File: src/rtl/fetch_controller_if.sv
// Fetch-stage bundle: instruction memory port, decode-side output handshake, and redirect/halt control.
// master is the fetch controller side, slave is the memory/decode/control environment.
interface fetch_controller_if;
    logic [7:0] inst_addr;
    logic [7:0] instruction;
    logic       out_valid;
    logic [7:0] out_instr;
    logic [7:0] out_pc;
    logic       out_ready;
    logic       redirect;
    logic [7:0] redirect_pc;
    logic       halt_req;
    logic       resume;
    logic       halted;

    modport master (
        output inst_addr, out_valid, out_instr, out_pc, halted,
        input  instruction, out_ready, redirect, redirect_pc, halt_req, resume
    );

    modport slave (
        input  inst_addr, out_valid, out_instr, out_pc, halted,
        output instruction, out_ready, redirect, redirect_pc, halt_req, resume
    );
endinterface

File: src/rtl/fetch_controller.sv
// Instruction fetch controller: PC register feeding a 2-entry prefetch buffer with RUN/HALT control.
// Latency: one edge from PC to buffer head (also after redirect); pops and pushes can overlap for 1 instr/cycle.
// Backpressure: out_ready low stalls pops; fetching stops once both entries are full.
module fetch_controller #(
    parameter logic [7:0] RESET_PC   = 8'h00,
    parameter int         FIFO_DEPTH = 2
) (
    input  logic           clk,
    input  logic           rst_n,
    fetch_controller_if.master bus
);
    localparam logic [1:0] DEPTH = 2'(FIFO_DEPTH);

    typedef enum logic {RUN, HALT} state_t;

    state_t     state;
    logic [7:0] pc;
    logic [1:0] count;
    logic [7:0] e0_instr, e0_pc;
    logic [7:0] e1_instr, e1_pc;
    logic       full, pop, push;

    assign full = (count == DEPTH);
    assign pop  = (count != 2'd0) && bus.out_ready;
    // A full buffer may still accept a fetch when the head leaves on the same edge.
    assign push = (state == RUN) && !bus.halt_req && (!full || pop);

    assign bus.inst_addr = pc;
    assign bus.out_valid = (count != 2'd0);
    assign bus.out_instr = e0_instr;
    assign bus.out_pc    = e0_pc;
    assign bus.halted    = (state == HALT);

    always_ff @(posedge clk or negedge rst_n) begin
        if (!rst_n) begin
            state    <= RUN;
            pc       <= RESET_PC;
            count    <= 2'd0;
            e0_instr <= 8'h00;
            e0_pc    <= 8'h00;
            e1_instr <= 8'h00;
            e1_pc    <= 8'h00;
        end else if (bus.redirect) begin
            // Redirect wins over everything: flush, retarget, and only a RUN-state halt request changes state.
            count <= 2'd0;
            pc    <= bus.redirect_pc;
            if (state == RUN && bus.halt_req)
                state <= HALT;
        end else begin
            case (state)
                RUN:     if (bus.halt_req) state <= HALT;
                HALT:    if (bus.resume && !bus.halt_req) state <= RUN;
                default: state <= RUN;
            endcase

            if (push)
                pc <= pc + 8'd1;

            case ({push, pop})
                2'b01: begin
                    e0_instr <= e1_instr;
                    e0_pc    <= e1_pc;
                    count    <= count - 2'd1;
                end
                2'b10: begin
                    if (count == 2'd0) begin
                        e0_instr <= bus.instruction;
                        e0_pc    <= pc;
                    end else begin
                        e1_instr <= bus.instruction;
                        e1_pc    <= pc;
                    end
                    count <= count + 2'd1;
                end
                2'b11: begin
                    if (count == 2'd1) begin
                        e0_instr <= bus.instruction;
                        e0_pc    <= pc;
                    end else begin
                        e0_instr <= e1_instr;
                        e0_pc    <= e1_pc;
                        e1_instr <= bus.instruction;
                        e1_pc    <= pc;
                    end
                end
                default: ;
            endcase
        end
    end
endmodule

File: src/flat_wrapper.sv
// flat-port wrapper written by rule: the top's interface ports become plain ports
module fetch_controller_flat 
#(
    parameter logic [7:0] RESET_PC   = 8'h00,
    parameter int         FIFO_DEPTH = 2
)
  (clk, rst_n, bus_inst_addr, bus_out_valid, bus_out_instr, bus_out_pc, bus_halted, bus_instruction, bus_out_ready, bus_redirect, bus_redirect_pc, bus_halt_req, bus_resume);
  fetch_controller_if bus_i ();
  input  logic clk;
  input  logic rst_n;
  output wire logic [$bits(bus_i.inst_addr)-1:0] bus_inst_addr;
  output wire logic [$bits(bus_i.out_valid)-1:0] bus_out_valid;
  output wire logic [$bits(bus_i.out_instr)-1:0] bus_out_instr;
  output wire logic [$bits(bus_i.out_pc)-1:0] bus_out_pc;
  output wire logic [$bits(bus_i.halted)-1:0] bus_halted;
  input wire logic [$bits(bus_i.instruction)-1:0] bus_instruction;
  input wire logic [$bits(bus_i.out_ready)-1:0] bus_out_ready;
  input wire logic [$bits(bus_i.redirect)-1:0] bus_redirect;
  input wire logic [$bits(bus_i.redirect_pc)-1:0] bus_redirect_pc;
  input wire logic [$bits(bus_i.halt_req)-1:0] bus_halt_req;
  input wire logic [$bits(bus_i.resume)-1:0] bus_resume;
  assign bus_inst_addr = bus_i.inst_addr;
  assign bus_out_valid = bus_i.out_valid;
  assign bus_out_instr = bus_i.out_instr;
  assign bus_out_pc = bus_i.out_pc;
  assign bus_halted = bus_i.halted;
  assign bus_i.instruction = bus_instruction;
  assign bus_i.out_ready = bus_out_ready;
  assign bus_i.redirect = bus_redirect;
  assign bus_i.redirect_pc = bus_redirect_pc;
  assign bus_i.halt_req = bus_halt_req;
  assign bus_i.resume = bus_resume;
  fetch_controller #(.RESET_PC(RESET_PC), .FIFO_DEPTH(FIFO_DEPTH)) u_core (.clk(clk), .rst_n(rst_n), .bus(bus_i));
endmodule
File: config.mk
export PLATFORM = sky130hd
export DESIGN_NAME = fetch_controller_flat
export DESIGN_NICKNAME = d
export VERILOG_FILES = /design/src/rtl/fetch_controller_if.sv /design/src/rtl/fetch_controller.sv /design/src/flat_wrapper.sv
export SDC_FILE = /design/constraint.sdc
export NUM_CORES = 1
export LEC_CHECK = 0
export ABC_AREA = 1
export CAP_MARGIN = 20
export CELL_PAD_IN_SITES_DETAIL_PLACEMENT = 1
export CELL_PAD_IN_SITES_GLOBAL_PLACEMENT = 2
export CORE_AREA = 3 3 91 110
export CTS_BUF_LIST = sky130_fd_sc_hd__clkbuf_2 sky130_fd_sc_hd__clkbuf_4 sky130_fd_sc_hd__clkbuf_8
export DETAILED_ROUTE_END_ITERATION = 12
export DIE_AREA = 0 0 94 113
export HOLD_SLACK_MARGIN = 0.06
export PLACE_DENSITY_LB_ADDON = 0.1
export SKIP_LAST_GASP = 1
export SYNTH_ARGS = -nofsm -noshare
export SYNTH_HDL_FRONTEND = slang
export SYNTH_SLANG_ARGS = --single-unit
export TNS_END_PERCENT = 50
File: constraint.sdc
create_clock -name clk -period 1.8 [get_ports clk]
set_input_delay 0.27 -clock clk [delete_from_list [all_inputs] [get_ports clk]]
set_output_delay 0.27 -clock clk [all_outputs]
set_load 0.02 [all_outputs]
Yosys cells after proc, flatten, opt, wreduce, memory -nomap -nowiden

Cells that the tools add are included.

Multiplexer cells: 21
Add/sub/neg operators: 3
Reduce and logical (&&, ||, !) cells: 16
Equal/unequal tests: 9
Bitwise operators: 2

Operator list:

| cell                  | count |
|---|---|
| $mux W8               | 10 |
| $pmux W8 S3           | 2 |
| $pmux W8 S2           | 2 |
| $add A8 B1 Y8 const B | 1 |
| $eq A2 B2 Y1 const B  | 3 |
| $reduce_bool A2 Y1    | 3 |
| $reduce_bool A3 Y1    | 2 |
| $logic_and A1 B1 Y1   | 5 |
| $eq A2 B1 Y1 const B  | 2 |
| $mux W1               | 4 |
| $ne A2 B1 Y1 const B  | 2 |
| $ne A2 B2 Y1 const B  | 2 |
| $pmux W2 S2           | 1 |
| $reduce_and A4 Y1     | 1 |
| $reduce_and A3 Y1     | 1 |
| $add A2 B1 Y2 const B | 1 |
| $logic_not A1 Y1      | 2 |
| $logic_not A2 Y1      | 1 |
| $mux W2               | 1 |
| $not A1 Y1            | 2 |
| $pmux W1 S2           | 1 |
| $sub A2 B1 Y2 const B | 1 |
| $logic_or A1 B1 Y1    | 1 |

Logic and storage cells: 58
Flip-flop bits (word level): 43
Input port bits: 22
Output and inout port bits: 26

Logic depth before layout (Yosys ltp)

Gate-level depths: netlist (run 1).

Word-level depth: 7
Gate-level depth with buffers: 11
Mapped depth without buffers: 10

Least setup slack after synthesis (run 1)

OpenSTA, ideal clock, no wires.

Path type: flip-flop to flip-flop
Start: reg u_core.count[0]
End: reg u_core.e1_pc[5]
Stages on the path, launching flop included: 10
Period minus slack after synthesis: 1.614 ns
Buffers on the path: 1
Library setup time: 0.118 ns
Required time: 1.682 ns
Path slack: 0.186 ns
Arrival: 1.497 ns
Cells stage by stage: dfrtp_1 inv_1 ha_1 inv_2 nand2_4 a21oi_4 nand3_4 buf_6 nand2_1 nand2_1

Word-level cells in the longest chain between the ends: 7
Elaborated cells between the ends (all ways): 15
Classes of those cells: 6 x eq/ne; 1 x mux; 8 x reduce/logical

Ends and longest elaborated chain:

| what                                                         | RTL line               | RTL |
|---|---|---|
| start, declared                                              | fetch_controller.sv:18 | `logic [1:0] count;` |
| start signal, assigned                                       | fetch_controller.sv:63 | `count <= count - 2'd1;` |
| start signal, assigned                                       | fetch_controller.sv:73 | `count <= count + 2'd1;` |
| $reduce_bool A2 Y1 *                                         | n/a                    |  |
| net bus_out_valid                                            | flat_wrapper.sv:12     | `output wire logic [$bits(bus_i.out_valid)-1:0] bus_out_valid;` |
| $logic_and A1 B1 Y1 *                                        | fetch_controller.sv:24 | `assign pop = (count != 2'd0) && bus.out_ready;` |
| $logic_or A1 B1 Y1                                           | fetch_controller.sv:26 | `assign push = (state == RUN) && !bus.halt_req && (!full \|\| pop);` |
| $logic_and A1 B1 Y1                                          | fetch_controller.sv:26 |  |
| $eq A2 B2 Y1                                                 | fetch_controller.sv:59 | `case ({push, pop})` |
| $ne A2 B2 Y1 (no line) or $reduce_bool A2 Y1 (tied branches) | n/a                    |  |
| $reduce_and A4 Y1 (no line)                                  | n/a                    |  |
| end signal, assigned                                         | fetch_controller.sv:71 | `e1_pc <= pc;` |
| end signal, assigned                                         | fetch_controller.sv:83 | `e1_pc <= pc;` |
| end, declared                                                | fetch_controller.sv:20 | `logic [7:0] e1_instr, e1_pc;` |

Mark *: on every way through the listed nets, which the timed path passes. The rest lies on a longest branch.
A chain may end at the register's enable or synchronous reset.

Worst setup path in the final report (run 1)

Start: reg u_core.pc[2], in the netlist u_core.bus.inst_addr[2]
End: out bus_inst_addr[2]

RTL lines:

| what                   | RTL line               | RTL |
|---|---|---|
| start, declared        | fetch_controller.sv:17 | `logic [7:0] pc;` |
| start signal, assigned | fetch_controller.sv:46 | `pc <= bus.redirect_pc;` |
| start signal, assigned | fetch_controller.sv:57 | `pc <= pc + 8'd1;` |
| end, declared          | flat_wrapper.sv:11     | `output wire logic [$bits(bus_i.inst_addr)-1:0] bus_inst_addr;` |

No word-level cell between the ends.

==> results.md, run 1 <==
- Top Family by Delay on Critical Path: buffers and inverters
- Pre-antenna DRT Iters: 4
- Setup Viol. Count Final: 0
- Hold Violations, Final: 0
- Post-Syn Area: 2700 um2
- Clk slew on worst S/H paths: 0.09 ns
- Largest stage delay, worst path: 0.66 ns
- Crit path capture type: output port
- Unrepaired setup endpoints after global routing: true
- Synth unique cells: 29
- Non-Filler Instances: 555
- CP bufs+invs: 1
- Core area: 9030 um2
- Leak pwr: 1.70 nW
- Global route overflow: 0
- Final Util: 38.4%
- Period utilization: 97.0%
- Port buffer count: 47
- Dpl hpwl: 5900 um
- Outcome: finished, final reports clean
- Psw: 1.76 mW
- Most frequent cells in the layout: nand2_1 (167), clkdlybuf4s50_1 (45), dfrtp_1 (41)
- Worst-path fanout max: 9
- DRC viols: 0
- Sequential cell area fraction in the yosys report: 39.8%
- Tmin final: between 1.5 and 2 ns
- FILL cells: 1139
- Antenna-violating nets left: 0
- Placed cells: ~550
- PwrDens: 1200 nW/um2
- CTS Root Cell: clkbuf_8
- Rows: 38
- Area fraction of the dominant cell type after synthesis: 39.8%
- Most common cell after layout, fill and taps aside: nand2_1
- Max Cap Viol: 0
- N_diodes: 0
- First-pass GRT wire length: 14100 um
- CTS buffer count: 5
- Sequential share of power: between 30% and 40%
- Worst skew pair latency: 0.30 ns
- Synth Net Count: 406
- Avg Inst Size Synth: about 7 um2
- Area leader, netlist: dfrtp_1
- Worst min-delay path class: in2async
- Hold slack: roughly 0.055 ns
- Setup slack after layout: roughly 0.055 ns
- Io pins: 48
- Initial antenna violation count: 0
- Largest net degree at the start of global routing: 44
- #FFs+latches synth: 43
- Via density: about 4.8
- Vias in the first global route: roughly 2800
- Clk pwr share: 15.7%
- Startpoint types: flop
- Final instance area: 3470 um2
- Final TNS setup: 0 ns
- H-tree depth: 2
- Total Power: 4.15 mW
- Post-DP Area: 3350 um2
- CTS tree: yes
- Worst slack at placement: -0.0452 ns
- Vias: 2688
- Routed len/inst: 14.9 um
- CP max stage cell: clkdlybuf4s50_1
- Ratio of cells with drive above 1 in the final layout: 12.2%
- Beginning of the critical path: u_core.bus.inst_addr[2]$_DFFE_PN0P_
- Cells after Synth: 380
- Fmax: roughly 570 MHz
- Routability Congestion: 0.763
- Sw Share: 42.5%
- Drt total wl: 8250 um
- Gr usage total: between 15 and 20%
- Internal Pwr Total: 2.39 mW
- Critical path arrival: 1.48 ns
- Final layout net count: 460
- Starting density of the core: 29.9%
- Worst Skew: 0.00565 ns
- Worst path required time: 1.53 ns
- RR Startpoint: u_core.count[0]$_DFFE_PN0P_
- Peak supply drop: ~0.0004 V
- Slew Viols, Final: 0
- WS Path Type: reg2out
- Die W: 94 um
- Clk sink count: 43
- Comb pwr share: 47.2%
- Die area: 10600 um2
- Slew margin rel.: 60.0%
- DRT iter0 DRCs: 116
- Clk buf depth: 2
- Synth warn: 0
- Largest cells by area after synthesis: dfrtp_1 (40%), nand2_1 (23%), nand4_1 (8.1%)
- Worst-Margin Slew: 0.600 ns
- Critical-path cell list: clkdlybuf4s50_1
- Chip Height: 113 um
- Layout area overhead: 28.4%
## cell families (layout without fill, tap and decap cells)
family	after synthesis	after routing	share of synthesized area [%]
simple gates	255	255	43.4
buf+inv	53	108	9.77
flops	43	43	39.8
compound gates	25	25	5.19
fa+ha+maj	4	4	1.85
## sequential cells by signal, summed over array words and instances (netlist names)
name / count
u_core.bus.halted: 1
u_core.bus.inst_addr: 8
u_core.bus.out_instr: 8
u_core.bus.out_pc: 8
u_core.count: 2
u_core.e1_instr: 8
u_core.e1_pc: 8
## layout make-up
cell class | instances | area [um2] | share of cell area, %
timing repair buffer | 67 | 639 | 18.4
tap | 120 | 150 | 4.33
multi-input combinational | 284 | 1380 | 39.9
sequential | 43 | 1080 | 31.1
inverter | 33 | 129 | 3.71
clock inverter | 1 | 5.00 | 0.144
clock buffer | 7 | 83.8 | 2.42
## layer usage
layer | global-route usage (%) | share of wire, % | up-vias
li1 | - | - | 1340
met1 | 21.8 | 46 | 1300
met2 | 28.8 | 50 | 42
met3 | 2.46 | 3.0 | 6
met4 | 4.53 | 1.1 | 0
met5 | 0 | 0 | -
## power groups by stage
stage,Sequential (mW),Combinational [mW],Clock (mW)
global route,1.59,2.23,0.721
finish,1.54,1.96,0.651
CTS,1.54,1.97,0.696
global placement,1.55,1.95,0
floorplan,1.69,1.07,0
detailed placement,1.56,1.97,0
## synthesized netlist by cell type
cell type,instances
o21ai_1,1
clkbuf_1,2
a21oi_1,3
inv_4,1
inv_2,3
buf_6,3
nand4_1,35
nand2_2,2
or2_2,3
nand3b_1,1
nor3_1,1
buf_2,8
o21ai_0,18
nand3_4,1
ha_1,4
nand2_4,5
nand2_1,167
buf_4,5
o211ai_1,1
dfrtp_1,43
a31oi_1,1
nor2_8,1
buf_1,1
inv_1,29
nor2_2,1
buf_8,1
a21oi_4,1
nor2_1,7
nand3_1,31
## worst register-to-register path, cell delays in order (launching register included)
cell	delay [ns]
dfrtp_1	0.41
inv_1	0.12
ha_2	0.23
inv_2	0.08
nand2_8	0.11
nand2_2	0.05
nand2_1	0.09
buf_12	0.18
nand2_4	0.09
inv_4	0.11
nand2_1	0.06
nand3_1	0.08
## worst paths after layout
check                                                           end  slack [ns]  cells after the start
worst min register to register  u_core.bus.out_instr[4]$_DFFE_PN0P_        0.48                      2
worst max register to register  u_core.bus.inst_addr[4]$_DFFE_PN0P_        0.14                     11
worst min-delay path            u_core.bus.out_instr[5]$_DFFE_PN0P_        0.05                      2
worst max-delay path                               bus_inst_addr[2]        0.05                      1
max in group asynchronous       u_core.bus.inst_addr[6]$_DFFE_PN0P_        1.31                      2
min in group clk                u_core.bus.out_instr[4]$_DFFE_PN0P_        0.48                      2
## repair_timing
action	CTS	global route
hold buffers	0	0
endpoints found under the hold margin	0	0
gates resized for setup	1	8
buffers inserted	0	0
setup endpoints to repair	1	40
(Power assumes the default switching activity.)
==> run 2: changes to the inputs <==
--- a/config.mk
+++ b/config.mk
@@ -13,7 +13,7 @@
 export CTS_BUF_LIST = sky130_fd_sc_hd__clkbuf_2 sky130_fd_sc_hd__clkbuf_4 sky130_fd_sc_hd__clkbuf_8
 export DETAILED_ROUTE_END_ITERATION = 12
 export DIE_AREA = 0 0 94 113
-export HOLD_SLACK_MARGIN = 0.06
+export HOLD_SLACK_MARGIN = 0.05
 export PLACE_DENSITY_LB_ADDON = 0.1
 export SKIP_LAST_GASP = 1
 export SYNTH_ARGS = -nofsm -noshare
==> results of run 2 <==
Same layout as run 1: the final DEF is identical, and so are final timing and power.
